**src/rtl/ifu_align.sv**
```systemverilog
// rtl/ifu_align.sv - fetch-word to instruction aligner with registered decode output
// Compressed (16-bit) support is built only when IFU_ALIGN_RVC_EN is defined.
module ifu_align #(
    parameter int XLEN = 32
) (
    input  logic            clk,
    input  logic            rst_n,
    input  logic            flush,
    input  logic            fetch_valid,
    input  logic [31:0]     fetch_data,
    input  logic [XLEN-1:0] fetch_pc,
    output logic            fetch_ready,
    output logic            instr_valid,
    output logic [31:0]     instr,
    output logic [XLEN-1:0] instr_pc,
    output logic            compressed,
    input  logic            instr_ready
);

    logic            valid_q, valid_d;
    logic [31:0]     instr_q, instr_d;
    logic [XLEN-1:0] pc_q, pc_d;
    logic            load;
    logic            emit;
    logic [31:0]     e_instr;
    logic [XLEN-1:0] e_pc;

    // The output register may take a new instruction when empty or being drained.
    assign load = !valid_q || instr_ready;

    assign instr_valid = valid_q;
    assign instr       = instr_q;
    assign instr_pc    = pc_q;

`ifdef IFU_ALIGN_RVC_EN
    localparam logic [0:0] ST_EMPTY = 1'b0;
    localparam logic [0:0] ST_HALF  = 1'b1;

    logic [0:0]      state_q, state_d;
    logic [15:0]     res_q, res_d;
    logic [XLEN-1:0] rpc_q, rpc_d;
    logic            c_q, c_d;
    logic            e_c;

    function automatic logic is_c(input logic [1:0] lo);
        return lo != 2'b11;
    endfunction

    assign compressed = c_q;

    always_comb begin
        fetch_ready = 1'b0;
        emit        = 1'b0;
        e_instr     = instr_q;
        e_pc        = pc_q;
        e_c         = c_q;
        state_d     = state_q;
        res_d       = res_q;
        rpc_d       = rpc_q;
        if (flush) begin
            fetch_ready = 1'b1;
            state_d     = ST_EMPTY;
        end else if (state_q == ST_EMPTY) begin
            if (fetch_valid && fetch_pc[1]) begin
                // Jump into the upper halfword: keep it, nothing to emit yet.
                fetch_ready = 1'b1;
                state_d     = ST_HALF;
                res_d       = fetch_data[31:16];
                rpc_d       = fetch_pc;
            end else if (fetch_valid && load) begin
                fetch_ready = 1'b1;
                emit        = 1'b1;
                e_pc        = fetch_pc;
                if (is_c(fetch_data[1:0])) begin
                    e_instr = {16'h0000, fetch_data[15:0]};
                    e_c     = 1'b1;
                    state_d = ST_HALF;
                    res_d   = fetch_data[31:16];
                    rpc_d   = fetch_pc + XLEN'(2);
                end else begin
                    e_instr = fetch_data;
                    e_c     = 1'b0;
                end
            end
        end else begin
            if (is_c(res_q[1:0])) begin
                // Compressed residue drains on its own; the fetch word waits.
                if (load) begin
                    emit    = 1'b1;
                    e_instr = {16'h0000, res_q};
                    e_pc    = rpc_q;
                    e_c     = 1'b1;
                    state_d = ST_EMPTY;
                end
            end else if (fetch_valid && load) begin
                fetch_ready = 1'b1;
                emit        = 1'b1;
                e_instr     = {fetch_data[15:0], res_q};
                e_pc        = rpc_q;
                e_c         = 1'b0;
                res_d       = fetch_data[31:16];
                rpc_d       = rpc_q + XLEN'(4);
            end
        end
    end

    always_comb begin
        c_d = emit ? e_c : c_q;
    end

    always_ff @(posedge clk or negedge rst_n) begin
        if (!rst_n) begin
            state_q <= ST_EMPTY;
            res_q   <= 16'h0000;
            rpc_q   <= '0;
            c_q     <= 1'b0;
        end else begin
            state_q <= state_d;
            res_q   <= res_d;
            rpc_q   <= rpc_d;
            c_q     <= c_d;
        end
    end
`else
    assign compressed = 1'b0;

    always_comb begin
        fetch_ready = load || flush;
        emit        = 1'b0;
        e_instr     = instr_q;
        e_pc        = pc_q;
        if (!flush && fetch_valid && load) begin
            emit    = 1'b1;
            e_instr = fetch_data;
            e_pc    = fetch_pc;
        end
    end
`endif

    always_comb begin
        valid_d = valid_q;
        if (flush) begin
            valid_d = 1'b0;
        end else if (load) begin
            valid_d = emit;
        end
        instr_d = emit ? e_instr : instr_q;
        pc_d    = emit ? e_pc : pc_q;
    end

    always_ff @(posedge clk or negedge rst_n) begin
        if (!rst_n) begin
            valid_q <= 1'b0;
            instr_q <= 32'h0;
            pc_q    <= '0;
        end else begin
            valid_q <= valid_d;
            instr_q <= instr_d;
            pc_q    <= pc_d;
        end
    end

endmodule

```
**config.mk**
```make
export PLATFORM = sky130hd
export DESIGN_NAME = ifu_align
export DESIGN_NICKNAME = d
export VERILOG_FILES = /design/src/rtl/ifu_align.sv
export SDC_FILE = /design/constraint.sdc
export NUM_CORES = 1
export LEC_CHECK = 0
export BUFFER_PORTS_ARGS = -buffer_cell sky130_fd_sc_hd__buf_2
export CELL_PAD_IN_SITES_DETAIL_PLACEMENT = 0
export CELL_PAD_IN_SITES_GLOBAL_PLACEMENT = 1
export CORE_ASPECT_RATIO = 0.6
export CORE_MARGIN = 2
export CORE_UTILIZATION = 38
export CTS_BUF_LIST = sky130_fd_sc_hd__clkbuf_8
export DETAILED_ROUTE_END_ITERATION = 12
export MAX_ROUTING_LAYER = met4
export PLACE_DENSITY_LB_ADDON = 0.1
export SYNTH_ARGS = -nofsm -noshare
export SYNTH_HDL_FRONTEND = slang
export SYNTH_SLANG_ARGS = --single-unit
```
**constraint.sdc**
```tcl
create_clock -name clk -period 1.8 [get_ports clk]
set_clock_uncertainty 0.15 [all_clocks]
set_input_delay 0.36 -clock clk [delete_from_list [all_inputs] [get_ports clk]]
set_output_delay 0.36 -clock clk [all_outputs]
set_load 0.05 [all_outputs]
```
# Word-level counts from Yosys, hierarchy flattened
# Cells that the tools add are included.
# word_totals
reg_bits	65
output_inout_bits	67
elab_cells	14
input_bits	69
# classes
reduce_logical	8
mux	3
# ops
cell	n
1-bit 2-to-1 mux	3
1-bit logical AND	2
1-bit zero test	2
1-bit logical OR	2
2-bit AND reduction	1
2-bit nonzero test	1

# Logic depth before layout (Yosys ltp)
# logic_depth
ltp_word	6
ltp_mapped	5
depth_no_buf	3

# Least setup slack after synthesis
# OpenSTA, ideal clock, no wires.
# synth_timing
path_kind	register to register
from	reg valid_q, in the netlist instr_valid
to	reg instr_q[0], in the netlist instr[0]
synth_period_minus_slack_ps	1839
setup_ps	125
arrival_time_ps	1564
required_time_ps	1525
setup_slack_ps	-39
stages_incl_launch_ff	6
n_path_buf	2
path_cell_list	dfrtp_1 nor2b_4 nor3b_2 buf_6 buf_12 mux2_4
# synth_between
elab_chain_len	5
# synth_rtl
element	line	text
start, declared	20	logic valid_q, valid_d;
start signal, assigned	157	valid_q <= valid_d;
1-bit zero test (*)	29	assign load = !valid_q || instr_ready;
1-bit logical OR (*)	29	
1-bit logical AND (*)	132	if (!flush && fetch_valid && load) begin
1-bit 2-to-1 mux	132	
2-bit AND reduction (no line) (*)	n/a	
end signal, assigned	158	instr_q <= instr_d;
end, declared	21	logic [31:0] instr_q, instr_d;
# Every way passes the cells marked *; elsewhere a longest branch is shown, timed or not.
# A chain may end at the register's enable or synchronous reset.

# Worst setup path after layout
# layout_timing
from	reg valid_q, in the netlist instr_valid
to	out fetch_ready
# layout_between
elab_chain_len	3
# layout_rtl
element	line	text
1-bit zero test	29	
1-bit logical OR	29	
1-bit logical OR	128	fetch_ready = load || flush;
end, declared	12	output logic fetch_ready,
# No other way between the ends.

==> summary.md <==
| Metric | Value |
|---|---|
| Outcome | `finished clean` |
| Area delta synth->final | `33.2%` |
| R2R cell count | `4` |
| Final Util | `53.6%` |
| Syn nets | `212` |
| Area leader, netlist | `dfrtp_1` |
| HP Class | `in -> reg` |
| F_max | `560 MHz` |
| Post-DP HPWL | `3800 µm` |
| Placer Congestion | `0.698` |
| Unrepaired setup endpoints after global routing | `true` |
| Startpoint Class | `flop` |
| Die Height | `70.0 µm` |
| Cell Rows | `23` |
| Ranking of synthesized cells by area | `dfrtp_1 (59%), mux2_4 (33%), buf_12 (4.4%)` |
| Clock period minus worst slack | `1.78 ns` |
| Tcrit/Tclk final | `99.1%` |
| Fin nets | `355` |
| Most common cell in the netlist | `dfrtp_1` |
| Crit path capture type | `output port` |
| Ratio of cells with drive above 1 in the final layout | `75.5%` |
| Post-route ant nets | `0` |
| Die area | `0.00797 mm²` |
| Drt drc | `0` |
| CP startpoint | `instr_valid` |
| Sequential area share after synthesis | `59.0%` |
| Pre-Repair DR Iteration Count | `4` |
| Worst-Skew Late Latency | `0.33 ns` |
| Post-route design area | `0.00367 mm²` |
| Wire per inst | `14.6 µm` |
| Finish-stage setup viols | `0` |
| Initial Util | `40.2%` |
| Detailed Route WL | `5490 µm` |
| # Max-Cap Violations | `0` |
| Initial antenna violation count | `0` |
| Vias | `1,647` |
| Max FO, Critical Path | `3` |
| Final Slew Violations | `0` |
| I/O Buffers | `134` |
| Peak supply drop | `0.000636 V` |
| FF-to-FF Start | `instr_valid` |
| Flop2flop setup slack | `0.08 ns` |
| Final Hold Fails | `0` |
| Area of the mapped netlist | `0.00276 mm²` |
| Data required, critical path | `1.29 ns` |
| Root Driver | `clkbuf_8` |
| Vias in the first global route | `1,751` |
| I/O pin cnt | `136` |
| FF+latch count, synth | `65` |
| DR vias/cell | `4.37` |
| Postcts setup bufs | `0` |
| Pleak | `1.91 nW` |
| Tot GR Track Use | `15.1%` |
| Kind of critical path | `reg -> out` |
| Post-Syn Instances | `143` |
| Depth of the CTS H-tree | `3` |
| DR iter-0 viols | `80` |
| EDFF count, synth | `0` |
| Top post-synthesis cells by count | `dfrtp_1 (65), mux2_4 (60), buf_12 (6)` |
| Cell variety after synth | `11` |
| WHS | `0.0797 ns` |
| Core area | `0.00685 mm²` |
| CTS Buf Count | `9` |
| Top cell type's share of synthesized area | `59.0%` |
| Reg clk slew, reported paths | `0.06 ns` |
| PwrDens | `1260 mW/mm²` |
| Crit path to | `fetch_ready` |
| Ant diodes | `0` |
| Largest net degree at the start of global routing | `66` |
| TritonCTS Sinks | `65` |
| Worst path arrival time | `1.27 ns` |
| Mean Syn Cell Area | `19.3 µm²` |
| Prevailing post-synth register cell | `dfrtp_1` |
| Total gr overflow | `0` |
| Worst r2r dst | `instr[25]` |
| Number of synthesis warnings | `0` |
| Post-synth ARST share | `100%` |
| TritonCTS clock tree | `yes` |
| Global-route wire length before repair | `8830 µm` |
| Die W | `114 µm` |
| Cell Area, Placed | `0.00349 mm²` |
| Bufs on Longest Clock Path | `2` |
routing by layer:
layer | track usage (%) | routed length (µm) | share of wire [%] | up-vias
li1 | - | - | - | 782
met1 | 19.4 | 2510 | 46 | 785
met2 | 21.0 | 2410 | 44 | 71
met3 | 6.34 | 475 | 8.7 | 9
met4 | 6.10 | 91 | 1.7 | 0
met5 | - | 0 | 0 | -
worst max-delay path: stages, from the launching register on:
cell	delay, ns
dfrtp_2	0.35
nor2b_4	0.17
or2b_1	0.26
buf_6	0.16
sequential cells by signal, summed over array words and instances (netlist names):
name         cells
instr           32
instr_pc        32
instr_valid      1
placed cells by master, fill, tap and decap left out:
master and instances:
mux2_2 4, buf_6 1, inv_1 2, clkinvlp_4 1, or2b_1 1, buf_4 1, clkinv_2 2, mux2_4 60
buf_2 133, nor2_1 2, nor3b_4 1, conb_1 1, dfrtp_2 1, buf_12 4, nor2b_4 1, dfrtp_1 64
clkbuf_8 10, dlygate4sd3_1 1
layout make-up:
type                       count  area (µm²)
clock inverter                 5        25.0
sequential                    65        1630
fill                         605        3180
clock buffer                  10         138
multi-input combinational     70         997
timing repair buffer         140         774
tap                           87         109
cell families (layout without fill, tap and decap cells):
group,count (synthesis),count (layout),share of synthesized area (%)
buffers and inverters,8,155,5.04
and+or+nand+nor,5,5,1.50
DFF,65,65,59.0
other,1,1,0.136
muxes,64,64,34.3
repair_timing:
item	CTS	global route
hold buffers	1	0
endpoints found under the setup margin	1	1
resized for setup	2	0
hold endpoints to repair	65	0
through the flow:
stage | TNS [ns] | worst slack, ns | total power, mW | std cells
finish | 0 | 0.0153 | 4.62 | 377
global route | -0.0445 | -0.0445 | 4.85 | 377
CTS | -0.0148 | -0.0148 | 4.69 | 377
detailed placement | 0 | 0.0877 | 3.62 | 361
global placement | 0 | 0.104 | 3.61 | 361
floorplan | 0 | 0.0504 | 3.20 | 143
power breakdown:
part / total, mW / switching (mW) / internal, mW
clock: 1.03 / 0.519 / 0.514
sequential: 1.84 / 0.131 / 1.71
combinational: 1.75 / 1.17 / 0.579
total: 4.62 / 1.82 / 2.80
how the worst min path moves through the flow:
stage	endpoint	startpoint	depth (start not counted)
2_1_floorplan	instr[0]	rst_n	0
3_3_place_gp	instr[20]	rst_n	2
3_5_place_dp	instr[16]	rst_n	2
4_1_cts	instr_valid	flush	2
5_1_grt	instr[16]	fetch_data[16]	2
6_report	instr_valid	flush	2
No activity file was read; power rests on OpenSTA's default activity.
